$ cat src/rtl/tdc_read_pkg.sv
// Shared types for the multi-channel TDC read arbiter.
// Arbiter state encoding and channel index width helper.
package tdc_read_pkg;

  typedef enum logic {
    ST_IDLE = 1'b0,
    ST_REQ  = 1'b1
  } state_t;

  function automatic int ch_width(input int n);
    return (n <= 2) ? 1 : $clog2(n);
  endfunction

endpackage

$ cat src/rtl/tdc_stop_sync.sv
// Two-flop synchroniser for one asynchronous TDC stop flag.
// Emits a one-cycle rise strobe on a synchronised 0->1 transition.
module tdc_stop_sync
  import tdc_read_pkg::*;
(
  input  logic clk,
  input  logic reset,
  input  logic stop,
  output logic rise
);

  logic s1;
  logic s2;

  always_ff @(posedge clk) begin
    if (reset) begin
      s1 <= 1'b0;
      s2 <= 1'b0;
    end else begin
      s1 <= stop;
      s2 <= s1;
    end
  end

  assign rise = s1 & ~s2;

endmodule

$ cat src/rtl/tdc_read_arbiter.sv
// Round-robin read arbiter for CH_NUM asynchronous TDC stop channels.
// Optional request timeout built when TDC_READ_TIMEOUT_EN is defined.
module tdc_read_arbiter
  import tdc_read_pkg::*;
#(
  parameter  int CH_NUM      = 4,
  parameter  int TIMEOUT_CYC = 255,
  localparam int CH_W        = ch_width(CH_NUM)
) (
  input  logic              clk,
  input  logic              reset,
  input  logic [CH_NUM-1:0] tdc_stop,
  input  logic              read_ack,
  output logic              read_req,
  output logic [CH_W-1:0]   read_ch,
  output logic [CH_NUM-1:0] pending,
  output logic [CH_NUM-1:0] overrun,
  input  logic              overrun_clr,
  output logic              timeout
);

  localparam logic [CH_W:0] NCH = (CH_W+1)'(CH_NUM);
  localparam logic [CH_W:0] ONE = (CH_W+1)'(1);

  state_t            state;
  logic [CH_W-1:0]   ptr;
  logic [CH_W-1:0]   gnt;
  logic [CH_W-1:0]   ptr_nxt;
  logic [CH_W:0]     idx;
  logic [CH_W:0]     nxt;
  logic [CH_NUM-1:0] rise;
  logic [CH_NUM-1:0] gmask;
  logic              found;
  logic              grant;
  logic              expire;

  for (genvar i = 0; i < CH_NUM; i++) begin : g_sync
    tdc_stop_sync u_sync (
      .clk   (clk),
      .reset (reset),
      .stop  (tdc_stop[i]),
      .rise  (rise[i])
    );
  end

  // First pending channel at or after ptr, wrapping around.
  always_comb begin
    found = 1'b0;
    gnt   = '0;
    idx   = '0;
    for (int k = 0; k < CH_NUM; k++) begin
      idx = {1'b0, ptr} + (CH_W+1)'(k);
      if (idx >= NCH) idx = idx - NCH;
      if (!found && pending[idx[CH_W-1:0]]) begin
        found = 1'b1;
        gnt   = idx[CH_W-1:0];
      end
    end
  end

  assign grant   = (state == ST_IDLE) && found;
  assign nxt     = {1'b0, gnt} + ONE;
  assign ptr_nxt = (nxt == NCH) ? '0 : nxt[CH_W-1:0];

  always_comb begin
    gmask = '0;
    if (grant) gmask[gnt] = 1'b1;
  end

  always_ff @(posedge clk) begin
    if (reset) begin
      state    <= ST_IDLE;
      read_req <= 1'b0;
      read_ch  <= '0;
      ptr      <= '0;
      pending  <= '0;
      overrun  <= '0;
    end else begin
      // A rise in the grant cycle re-arms instead of counting as lost.
      pending <= (pending & ~gmask) | rise;
      overrun <= (overrun_clr ? '0 : overrun)
               | (rise & pending & ~gmask);
      unique case (state)
        ST_IDLE: begin
          if (grant) begin
            state    <= ST_REQ;
            read_req <= 1'b1;
            read_ch  <= gnt;
            ptr      <= ptr_nxt;
          end
        end
        ST_REQ: begin
          if (read_ack || expire) begin
            state    <= ST_IDLE;
            read_req <= 1'b0;
          end
        end
        default: ;
      endcase
    end
  end

`ifdef TDC_READ_TIMEOUT_EN
  localparam int TO_W = $clog2(TIMEOUT_CYC + 1);

  logic [TO_W-1:0] to_cnt;

  assign expire = (state == ST_REQ) && !read_ack
                && (to_cnt == TO_W'(TIMEOUT_CYC - 1));

  always_ff @(posedge clk) begin
    if (reset) begin
      to_cnt  <= '0;
      timeout <= 1'b0;
    end else begin
      timeout <= expire;
      if (grant) begin
        to_cnt <= '0;
      end else if (state == ST_REQ && !read_ack) begin
        to_cnt <= to_cnt + 1'b1;
      end
    end
  end
`else
  assign expire = 1'b0;

  // TIMEOUT_CYC only matters once the counter is built in.
  if (TIMEOUT_CYC >= 0) begin : g_no_timeout
    assign timeout = 1'b0;
  end
`endif

endmodule

$ cat config.mk
export PLATFORM = sky130hd
export DESIGN_NAME = tdc_read_arbiter
export DESIGN_NICKNAME = d
export VERILOG_FILES = /design/src/rtl/tdc_read_pkg.sv /design/src/rtl/tdc_stop_sync.sv /design/src/rtl/tdc_read_arbiter.sv
export SDC_FILE = /design/constraint.sdc
export NUM_CORES = 1
export LEC_CHECK = 0
export BUFFER_PORTS_ARGS = -buffer_cell sky130_fd_sc_hd__buf_2
export CORE_MARGIN = 2
export CORE_UTILIZATION = 40
export CTS_CLUSTER_DIAMETER = 100
export CTS_CLUSTER_SIZE = 16
export DETAILED_ROUTE_END_ITERATION = 10
export RECOVER_POWER = 50
export SETUP_SLACK_MARGIN = 0.15
export SLEW_MARGIN = 20
export SYNTH_ARGS = -nofsm -noshare
export SYNTH_HDL_FRONTEND = slang
export SYNTH_SLANG_ARGS = --single-unit
export TNS_END_PERCENT = 30
$ cat constraint.sdc
create_clock -name clk -period 2.2 [get_ports clk]
set_input_delay 0.11 -clock clk [delete_from_list [all_inputs] [get_ports clk]]
set_output_delay 0.11 -clock clk [all_outputs]
set_load 0.02 [all_outputs]
* Word level (Yosys, flattened, before mapping)
Cells that the tools add are included.
Word-level totals: register bits 22, input port bits 8, word-level logic and storage cells 91
Cells by class: $add $sub $neg 8, order comparisons 10, equal/unequal tests 3, multiplexer cells 31, bitwise logic cells 15, reduce and logical (&&, ||, !) cells 10
Operator list (count):
- 2-to-1 mux 2 bit | 9
- less-than comparator 2 x 3 -> 1 bit (second input constant) | 5
- 2-to-1 mux 1 bit | 13
- AND 4 bit | 3
- greater-or-equal comparator 3 bit (second input constant) | 3
- binary-select mux 1 bit (select 2 bit) | 4
- 2-to-1 mux 4 bit | 2
- bitwise OR 4 bit | 2
- subtractor 2 x 1 -> 2 bit (second input constant) | 4
- adder 2 x 1 -> 3 bit (second input constant) | 2
- adder 2 x 2 -> 3 bit (second input constant) | 2
- logical AND 1 bit | 5
- NOT 1 bit | 5
- AND 1 bit | 4
- != test 2 bit (second input constant) | 2
- NOT 4 bit | 1
- case mux 1 bit (2 select lines) | 2
- AND reduction 2 bit | 2
- == test 3 bit (second input constant) | 1
- greater-or-equal comparator 2 x 3 -> 1 bit (second input constant) | 1
- logical NOT 1 bit | 3
- demux 1 bit (select 2 bit) | 1
- greater-or-equal comparator 2 x 1 -> 1 bit (second input constant) | 1

* Logic depth before layout (Yosys ltp)
Gate-level depths: netlist of the first run.
word-level depth 22, depth in mapped cells 9, gate-level depth less buffers 9

* Modules after synthesis
From an unflattened synthesis of the first run, not the netlist that was laid out.
Second synthesis, totals: cell total of the unflattened synthesis 93, area total of the unflattened synthesis 910.9 um2
By module, submodules not included:
- tdc_read_arbiter | times used 1, cells an instance 73, area each 665.6 um2, seq. area each 280.3 um2
- tdc_stop_sync | times used 4, cells an instance 5, area each 61.3 um2, seq. area each 40.0 um2

* Least setup slack after synthesis of the first run
Ideal clock, no wire load.
path type reg-to-reg, from reg pending[1], to reg overrun[0], setup time 0.059 ns, data arrival time 1.815 ns, required time 2.141 ns, setup slack 0.327 ns, cell stages (with the launch flop) 9, path buffers 0, clock period less this slack 1.873 ns, path through dfxtp_1 -> a2bb2oi_2 -> o32ai_2 -> or3_1 -> ha_1 -> inv_1 -> o21ai_0 -> o22ai_1 -> and2_1
Between the ends: word-level cells in the longest chain between the ends 20, elaborated cells between the ends (all ways) 32
RTL lines:
- start, declared | line tdc_read_arbiter.sv:16 | output logic [CH_NUM-1:0] pending,
- start signal, assigned | line tdc_read_arbiter.sv:80 | pending <= (pending & ~gmask) | rise;
- binary-select mux 1 bit (select 2 bit) | line tdc_read_arbiter.sv:54 | if (!found && pending[idx[CH_W-1:0]]) begin
- 2-to-1 mux 1 bit (not written as such) | line tdc_read_arbiter.sv:54
- 2-to-1 mux 1 bit | line tdc_read_arbiter.sv:54
- logical NOT 1 bit | line tdc_read_arbiter.sv:54
- logical AND 1 bit | line tdc_read_arbiter.sv:54
- 2-to-1 mux 1 bit | line tdc_read_arbiter.sv:54
- logical NOT 1 bit | line tdc_read_arbiter.sv:54
- logical AND 1 bit | line tdc_read_arbiter.sv:54
- (+4 left out)
- less-than comparator 2 x 3 -> 1 bit (not written as such) / greater-or-equal comparator 2 x 1 -> 1 bit (equally long branches) | line tdc_read_arbiter.sv:67 | if (grant) gmask[gnt] = 1'b1;
- logical AND 1 bit (not written as such) | line tdc_read_arbiter.sv:67
- 2-to-1 mux 1 bit (not written as such) | line tdc_read_arbiter.sv:67
- demux 1 bit (select 2 bit) | line tdc_read_arbiter.sv:67
- 2-to-1 mux 4 bit (*) | line tdc_read_arbiter.sv:67
- NOT 4 bit (*) | line tdc_read_arbiter.sv:82 | | (rise & pending & ~gmask);
- AND 4 bit (*) | line tdc_read_arbiter.sv:82
- bitwise OR 4 bit (*) | line tdc_read_arbiter.sv:82
- end signal, assigned | line tdc_read_arbiter.sv:81 | overrun <= (overrun_clr ? '0 : overrun)
- end, declared | line tdc_read_arbiter.sv:17 | output logic [CH_NUM-1:0] overrun,
Every way passes the cells marked *; elsewhere a longest branch is shown, timed or not. The select of a mux whose other input is x is not followed. A chain may end at the register's enable or synchronous reset.

* Worst setup path in the final report of the first run
from reg pending[2], to reg overrun[0]
Same word-level chain as after synthesis.

==> flow_metrics.py, run 1 <==
metrics = {
    "outcome": {
        "status": "completed",
    },
    "logic_synthesis": {
        "synth_cell_types": 26,
        "synth_top_area_share_pct": 48.6,
        "yosysTopAreaCell": "dfxtp_1",
        "syn_inst": 95,
        "yosysSeqAreaShare_pct": 48.6,
        "synth_nets": 107,
        "synth_area_um2": 906,
        "synth_seq_cells": 22,
        "avgSynthCellArea_um2": 9.54,
        "synth_warnings": 0,
        "synth.area.top_cells": "dfxtp_1 (49%), ha_1 (5.5%), nor2b_1 (5.5%)",
    },
    "clock_tree": {
        "cts.sinks": 22,
        "clockBufferDepth": 2,
        "clkLatencyLatePin_ns": 0.30,
        "htreeDepth": 1,
        "cts.clk_slew.worst_paths_ns": 0.12,
        "cts_tree": "done",
        "cts_buffers": 3,
        "cts-root-buf": "clkbuf_4",
    },
    "layout": {
        "seq_area_um2": 443,
        "fill_cells": 230,
        "final_common_cell": "dfxtp_1",
        "final_cells": 147,
        "fin_area_um2": 1110,
        "antenna_cells": 0,
        "drive_above_1_share_pct": 20.2,
        "syn_to_final_growth_pct": 22.8,
        "nets": 132,
        "multi_input_area_um2": 415,
        "layout_common_cells": "dfxtp_1 (20), inv_1 (12), buf_2 (11), nor2b_1 (8)",
    },
    "global_routing": {
        "antenna_found_initial": 0,
        "grt_usage_pct": 14.7,
        "grt_max_degree": 18,
        "grt_first_pass_wirelength_mm": 2.86,
        "overflow": 0,
        "grt_pass1_vias": 677,
    },
    "critical_path": {
        "max_stage_delay_ns": 0.46,
        "cp_num_buf_inv": 2,
        "worstPathArrival_ns": 2.07,
        "end_kind": "register",
        "cp_top_family": "compound AO/OA/AOI/OAI gates",
        "cpMaxStageDelayCell": "dfxtp_1",
        "cp_cell_sequence": "inv_1 -> o32ai_2 -> or3_1 -> ha_1 -> inv_1 -> o21ai_0 -> o22ai_1 -> and2_1",
        "r2r-start": "pending[2]$_SDFF_PP0_",
        "r2r_end": "overrun[0]$_SDFF_PP0_",
        "crit_start": "pending[2]$_SDFF_PP0_",
        "ff2ff_path_depth": 8,
        "crit_top_cell": "inv_1",
        "cp-start-kind": "register",
        "crit_path_end": "overrun[0]$_SDFF_PP0_",
        "required_ns": 2.41,
        "reg2reg_slack_ns": 0.33,
        "crit_cells": 8,
        "path_max_fanout": 5,
        "path_class": "reg2reg",
    },
    "power_and_ir_drop": {
        "powerDensity_nw_per_um2": 864,
        "vdd_drop_max_uv": 429,
        "p_leak_nw": 0.460,
    },
    "timing": {
        "tns_ns": 0,
        "fmax_mhz": 536,
        "setup_violations": 0,
        "grt_setup_unrepaired": "false",
        "hold_viol_final": 0,
        "period_share_pct": 84.8,
        "skew_ns": 0.00182,
        "drv_slew": 0,
        "period_needed_ns": 1.87,
    },
    "detailed_routing": {
        "dr.first_iter.drc_count": 6,
        "vias": 697,
        "routedWlPerCell_um": 10.8,
        "via_per_inst": 4.74,
        "post-route-drc-count": 0,
        "firstDrtPassIters": 4,
        "wl_mm": 1.59,
        "postRouteAntennaNets": 0,
    },
    "place": {
        "globalplace.congestion": 0.814,
        "placed_cell_area_um2": 1020,
        "io_buffers": 18,
        "dp_cells": 139,
        "dp_hpwl_mm": 1.18,
    },
    "die": {
        "die_area_um2": 2660,
        "num_rows": 17,
        "fp.dieW_um": 51.6,
        "die_y_um": 51.6,
        "coreArea_um2": 2170,
        "initial_core_util_pct": 41.8,
        "ios": 20,
    },
    "min_path": {
        "hold_path.class": "in2reg",
    },
    "job": {
        "max-cap-violations": 0,
    },
}
## state kept, by name, indices dropped and copies added, names as in the netlist
name / count
read_req: 1
state: 1
g_sync.u_sync.s1: 4
g_sync.u_sync.s2: 4
overrun: 4
ptr: 2
read_ch: 2
pending: 4
## stage by stage
| step | power (W) | hold WS (ns) | worst slack, ns | util, % |
|---|---|---|---|---|
| 3_5_place_dp | 0.000664 | 0.322 | 0.282 | 47.0 |
| 6_report | 0.000961 | 0.0736 | 0.334 | 51.3 |
| 3_3_place_gp | 0.000662 | 0.319 | 0.313 | 47.0 |
| 4_1_cts | 0.000970 | 0.000187 | 0.266 | 50.8 |
| 2_1_floorplan | 0.000611 | 0.182 | 0.327 | - |
| 5_1_grt | 0.00102 | 0.0559 | 0.120 | 51.3 |
## worst reg2reg max path, cell delays in order, from the launching register on
cell and delay (ns):
dfxtp_1 0.46, inv_1 0.10, o32ai_2 0.35, or3_1 0.20, ha_1 0.15, inv_1 0.03, o21ai_0 0.21, o22ai_1 0.12
and2_1 0.16
## report_power, final
group / leakage, nW / total [W] / switching (W) / internal [W]
clock network: 0.0279 / 0.000299 / 0.000115 / 0.000184
registers: 0.182 / 0.000471 / 0.0000381 / 0.000433
logic: 0.250 / 0.000190 / 0.000106 / 0.0000839
## cells in the mapped netlist, drive strengths merged
master and instances:
clkbuf 1, or3 1, conb 1, and3 1, nand2b 5, ha 4, and2 3, nor3 1
o221a 1, nand2 4, o22ai 5, buf 1, nor2b 8, a2bb2oi 1, nor4 1, nor2 3
mux2i 1, a21o 1, o32ai 3, o211ai 1, dfxtp 22, inv 12, o21ai 7, a21oi 7
## logic make-up after synthesis
kind of cell / Yosys count / share of synthesized area [%]
flip-flops: 22 / 48.6
AO/OA/AOI/OAI: 26 / 19.6
other: 1 / 0.414
adder cells (fa/ha/maj): 4 / 5.53
multiplexers: 1 / 1.11
buffers and inverters: 14 / 6.22
AND/OR/NAND/NOR: 27 / 18.5
## cell type report
| cell class | instances | area share [%] |
|---|---|---|
| Sequential cell | 22 | 39.8 |
| Timing Repair Buffer | 22 | 10.9 |
| Inverter | 12 | 4.05 |
| Multi-Input combinational cell | 59 | 37.3 |
| Clock inverter | 1 | 2.70 |
| Clock buffer | 3 | 2.02 |
| Tap cell | 28 | 3.15 |
## routing by layer
| metal | routed length (um) | global-route usage [%] | vias to the layer above |
|---|---|---|---|
| li1 | - | - | 371 |
| met1 | 776 | 18.5 | 312 |
| met2 | 720 | 22.4 | 12 |
| met3 | 76 | 3.45 | 2 |
| met4 | 17 | 9.21 | 0 |
| met5 | 0 | 0 | - |
## worst min path at each step
stage / from / endpoint / slack (ns) / depth (start not counted)
after floorplan: reset / g_sync[0].u_sync.s2$_SDFF_PP0_ / 0.18 / 1
after global placement: tdc_stop[2] / g_sync[2].u_sync.s1$_SDFF_PP0_ / 0.32 / 2
after detailed placement: tdc_stop[0] / g_sync[0].u_sync.s1$_SDFF_PP0_ / 0.32 / 2
after CTS: tdc_stop[2] / g_sync[2].u_sync.s1$_SDFF_PP0_ / 0.0002 / 2
after global routing: overrun_clr / overrun[2]$_SDFF_PP0_ / 0.06 / 2
final: overrun_clr / overrun[2]$_SDFF_PP0_ / 0.07 / 2
## what timing repair did
item,in CTS,in global routing
buffers inserted,0,0
hold endpoints to repair,3,1
endpoints found under the setup margin,0,3
hold buffers,3,1
gates resized for setup,0,4
Power figures use the tool's default switching activity.
==> run 2, diff against run 1 <==
==> constraint.sdc (replaced) <==
create_clock -name clk -period 1.9 [get_ports clk]
set_input_delay 0.095 -clock clk [delete_from_list [all_inputs] [get_ports clk]]
set_output_delay 0.095 -clock clk [all_outputs]
set_load 0.02 [all_outputs]
==> run 2 against run 1 <==
Net effect: non-clock buffer count is 7 higher; design area up 15%; clock power up 15%; sequential power is 19% higher; sequential share of layout area decreased by 3.8 points; critical path type unchanged.
==> flow_metrics.py, run 2 (synthesized netlist as in run 1, its figures left out) <==
metrics = {
    "outcome": {
        "status": "completed",
    },
    "critical_path": {
        "required_ns": 2.12,
        "cp-start-kind": "register",
        "end_kind": "register",
        "max_stage_delay_ns": 0.43,
        "cp_cell_sequence": "a2bb2oi_4 -> o32ai_4 -> or3_4 -> buf_6 -> ha_4 -> inv_2 -> o211ai_1 -> o32ai_1",
        "cp_top_family": "compound AO/OA/AOI/OAI gates",
        "cp_num_buf_inv": 2,
        "path_max_fanout": 7,
        "worstPathArrival_ns": 1.96,
        "cpMaxStageDelayCell": "dfxtp_4",
        "path_class": "reg2reg",
    },
    "place": {
        "dp_cells": 139,
        "io_buffers": 18,
        "dp_hpwl_mm": 1.21,
        "globalplace.congestion": 0.848,
    },
    "job": {
        "max-cap-violations": 0,
    },
    "detailed_routing": {
        "dr.first_iter.drc_count": 6,
        "wl_mm": 1.81,
        "postRouteAntennaNets": 0,
        "post-route-drc-count": 0,
        "vias": 751,
        "via_per_inst": 4.88,
        "firstDrtPassIters": 4,
        "routedWlPerCell_um": 11.8,
    },
    "clock_tree": {
        "clockBufferDepth": 2,
        "cts-root-buf": "clkbuf_4",
        "cts.sinks": 22,
        "cts_buffers": 3,
        "cts.clk_slew.worst_paths_ns": 0.12,
        "cts_tree": "done",
        "htreeDepth": 1,
        "clkLatencyLatePin_ns": 0.30,
    },
    "layout": {
        "final_cells": 154,
        "drive_above_1_share_pct": 41.3,
        "nets": 139,
        "syn_to_final_growth_pct": 41.2,
        "fill_cells": 213,
        "layout_common_cells": "dfxtp_1 (16), buf_2 (11), nor2b_1 (8), inv_1 (7), clkbuf_1 (7)",
        "final_common_cell": "dfxtp_1",
        "antenna_cells": 0,
    },
    "die": {
        "coreArea_um2": 2170,
        "fp.dieW_um": 51.6,
        "num_rows": 17,
        "die_area_um2": 2660,
        "ios": 20,
        "initial_core_util_pct": 41.8,
        "die_y_um": 51.6,
    },
    "power_and_ir_drop": {
        "powerDensity_nw_per_um2": 960,
        "p_leak_nw": 0.507,
        "totalPowerFinal_w": 0.00123,
        "vdd_drop_max_uv": 533,
    },
    "global_routing": {
        "antenna_found_initial": 0,
        "grt_usage_pct": 14.4,
        "grt_max_degree": 18,
        "grt_first_pass_wirelength_mm": 2.90,
        "grt_pass1_vias": 716,
        "overflow": 0,
    },
    "timing": {
        "hold_viol_final": 0,
        "grt_setup_unrepaired": "true",
        "skew_ns": 0.00557,
        "tns_ns": 0,
        "drv_slew": 0,
        "period_share_pct": 91.8,
        "setup_violations": 0,
        "fmax_mhz": 574,
        "period_needed_ns": 1.74,
    },
    "min_path": {
        "hold_path.class": "in2reg",
    },
}
[run 2: through the flow]
stage | utilization [%] | setup WS (ns) | hold slack (ns) | instance area [um2]
CTS | 52.6 | 0.119 | 0.0439 | 1140
finish | 58.9 | 0.156 | 0.0673 | 1280
global route | 58.9 | 0.108 | 0.0525 | 1280
global placement | 47.2 | 0.0619 | 0.304 | 1020
floorplan | - | 0.169 | 0.167 | 910
detailed placement | 47.2 | 0.0377 | 0.312 | 1020
[run 2: power by group]
part	switching, W	internal (W)
registers	0.0000564	0.000504
clock network	0.000130	0.000213
logic	0.000161	0.000163
[run 2: what timing repair did]
| action | CTS | global route |
|---|---|---|
| hold endpoints to repair | 4 | 0 |
| cloned | 0 | 0 |
| hold buffers | 4 | 0 |
| endpoints found under the setup margin | 3 | 7 |
| pin swaps | 2 | 9 |
| gates resized for setup | 7 | 30 |
| buffers inserted | 1 | 6 |
[run 2: path summary, 6_finish.rpt]
kind / start / slack (ns) / end / cells after the start
min: overrun_clr / 0.07 / overrun[2]$_SDFF_PP0_ / 2
max: pending[1]$_SDFF_PP0_ / 0.16 / overrun[2]$_SDFF_PP0_ / 8
min reg2reg: g_sync[0].u_sync.s1$_SDFF_PP0_ / 0.47 / g_sync[0].u_sync.s2$_SDFF_PP0_ / 1
max reg2reg: pending[1]$_SDFF_PP0_ / 0.16 / overrun[2]$_SDFF_PP0_ / 8
[run 2: worst register-to-register path, stage by stage, from the launching register on]
cell	delay [ns]
dfxtp_4	0.43
a2bb2oi_4	0.18
o32ai_4	0.11
or3_4	0.41
buf_6	0.13
ha_4	0.14
inv_2	0.03
o211ai_1	0.11
o32ai_1	0.12
[run 2: area by class of cell]
type | count | area (um2) | area share, %
flip-flops and latches | 22 | 460 | 36.0
clock buffers | 3 | 22.5 | 1.76
repair buffers | 29 | 181 | 14.2
clock inverters | 1 | 30.0 | 2.35
inverters | 12 | 47.5 | 3.72
well taps | 28 | 35.0 | 2.74
multi-input cells | 59 | 502 | 39.2
[run 2: routing by layer]
metal | global-route usage [%] | wire length [um] | share of wire [%] | up-vias
li1 | - | - | - | 389
met1 | 17.0 | 810 | 45 | 346
met4 | 6.58 | 10 | 0.55 | 0
met2 | 25.9 | 926 | 51 | 14
met5 | 0 | 0 | 0 | -
met3 | 1.72 | 62 | 3.4 | 2
==> run 3, diff against run 2 <==
--- a/config.mk
+++ b/config.mk
@@ -11,6 +11,7 @@
 export CTS_CLUSTER_DIAMETER = 100
 export CTS_CLUSTER_SIZE = 16
 export DETAILED_ROUTE_END_ITERATION = 10
+export GPL_TIMING_DRIVEN = 0
 export RECOVER_POWER = 50
 export SETUP_SLACK_MARGIN = 0.15
 export SLEW_MARGIN = 20
==> run 3 against run 2 <==
Net effect: non-clock buffer count increased by 2; core utilization shrank 2.9 points; largest cell class unchanged; combinational power shrank 2%; clock power down 41%; clock skew fell by 0.0039 ns; routed wire length rose by 4.5%; die area did not move; clock-buffer cell count unchanged; global-route usage rose by 0.17 points; critical path depth stayed put; design area down 5.0%; critical endpoint is now overrun[0]$_SDFF_PP0_; setup slack better by 0.018 ns.
==> flow_metrics.py, run 3 (synthesized netlist as in run 1, its figures left out) <==
metrics = {
    "outcome": {
        "status": "completed",
    },
    "clock_tree": {
        "cts.clk_slew.worst_paths_ns": 0.11,
        "htreeDepth": 1,
        "clkLatencyLatePin_ns": 0.30,
        "cts_buffers": 3,
        "clockBufferDepth": 2,
        "cts-root-buf": "clkbuf_4",
        "cts_tree": "done",
        "cts.sinks": 22,
    },
    "timing": {
        "hold_viol_final": 0,
        "setup_violations": 0,
        "tns_ns": 0,
        "period_share_pct": 90.8,
        "drv_slew": 0,
        "fmax_mhz": 579,
        "grt_setup_unrepaired": "true",
        "skew_ns": 0.00167,
        "period_needed_ns": 1.73,
    },
    "detailed_routing": {
        "vias": 764,
        "post-route-drc-count": 0,
        "via_per_inst": 4.93,
        "wl_mm": 1.89,
        "routedWlPerCell_um": 12.2,
        "postRouteAntennaNets": 0,
        "firstDrtPassIters": 3,
        "dr.first_iter.drc_count": 1,
    },
    "place": {
        "globalplace.congestion": 0.799,
        "io_buffers": 18,
        "dp_hpwl_mm": 1.20,
    },
    "die": {
        "coreArea_um2": 2170,
        "die_y_um": 51.6,
        "num_rows": 17,
        "initial_core_util_pct": 41.8,
        "die_area_um2": 2660,
        "ios": 20,
        "fp.dieW_um": 51.6,
    },
    "critical_path": {
        "cp_top_family": "simple AND/OR/NAND/NOR gates",
        "cp_num_buf_inv": 1,
        "cp_cell_sequence": "a2bb2oi_2 -> o32ai_4 -> or3_4 -> ha_4 -> inv_2 -> o21ai_2 -> o22ai_1 -> and2_1",
        "path_class": "reg2reg",
        "worstPathArrival_ns": 1.98,
        "cp-start-kind": "register",
        "end_kind": "register",
        "cpMaxStageDelayCell": "or3_4",
        "reg2reg_slack_ns": 0.17,
        "max_stage_delay_ns": 0.44,
        "required_ns": 2.15,
        "path_max_fanout": 7,
    },
    "power_and_ir_drop": {
        "powerDensity_nw_per_um2": 881,
        "p_leak_nw": 0.491,
        "totalPowerFinal_w": 0.00107,
        "vdd_drop_max_uv": 533,
    },
    "layout": {
        "final_common_cell": "dfxtp_1",
        "antenna_cells": 0,
        "nets": 141,
        "syn_to_final_growth_pct": 34.1,
        "drive_above_1_share_pct": 35.4,
        "layout_common_cells": "dfxtp_1 (17), buf_4 (10), buf_2 (10), inv_1 (9), clkbuf_1 (9)",
    },
    "global_routing": {
        "grt_first_pass_wirelength_mm": 2.92,
        "antenna_found_initial": 0,
        "grt_usage_pct": 14.6,
        "overflow": 0,
        "grt_max_degree": 12,
        "grt_pass1_vias": 688,
    },
    "min_path": {
        "hold_path.class": "in2reg",
    },
    "job": {
        "max-cap-violations": 0,
    },
}
## run 3: layer usage
metal  vias to the layer above  part of all wire [%]  global-route usage (%)  wire length (um)
li1                        385                     -                       -                 -
met1                       363                    44                    18.4               839
met2                        12                    51                    23.5               971
met3                         4                   2.7                    2.59                51
met4                         0                   1.5                    7.89                29
met5                         -                     0                       0                 0
## run 3: report_power, final
part / switching (W) / internal [W] / total (W)
Sequential: 0.0000487 / 0.000504 / 0.000552
Combinational: 0.000162 / 0.000155 / 0.000317
Clock: 0.000127 / 0.0000740 / 0.000201
Total: 0.000338 / 0.000733 / 0.00107
## run 3: final timing paths
kind / startpoint / cells after the start / end
worst max-delay path: pending[0]$_SDFF_PP0_ / 8 / overrun[0]$_SDFF_PP0_
worst min-delay path: tdc_stop[2] / 2 / g_sync[2].u_sync.s1$_SDFF_PP0_
worst max register to register: pending[0]$_SDFF_PP0_ / 8 / overrun[0]$_SDFF_PP0_
worst min register to register: g_sync[3].u_sync.s1$_SDFF_PP0_ / 1 / g_sync[3].u_sync.s2$_SDFF_PP0_
## run 3: area by class of cell
type	instances	area (um2)
plain buffers	2	11.3
clock buffers	3	22.5
fillers	215	955
inverters	12	47.5
multi-input cells	59	472
flip-flops and latches	22	459
well taps	28	35.0
repair buffers	29	168
## run 3: timing repair
| action | 4_1_cts | 5_1_grt |
|---|---|---|
| hold buffers | 2 | 0 |
| hold endpoints to repair | 2 | 0 |
| cloned | 0 | 0 |
| buffers inserted | 0 | 9 |
| pin swaps | 1 | 9 |
| resized for setup | 5 | 21 |
| setup endpoints to repair | 3 | 7 |
## run 3: stage by stage
| step | util [%] | hold slack (ns) | setup slack [ns] | instance area [um2] | cells |
|---|---|---|---|---|---|
| floorplan | - | 0.167 | 0.169 | 910 | 95 |
| global placement | 47.7 | 0.303 | 0.0650 | 1030 | 141 |
| detailed placement | 47.7 | 0.312 | 0.0311 | 1030 | 141 |
| CTS | 50.2 | 0.00122 | 0.100 | 1090 | 146 |
| global route | 56.0 | 0.00900 | 0.0955 | 1210 | 155 |
| finish | 56.0 | 0.00149 | 0.174 | 1210 | 155 |
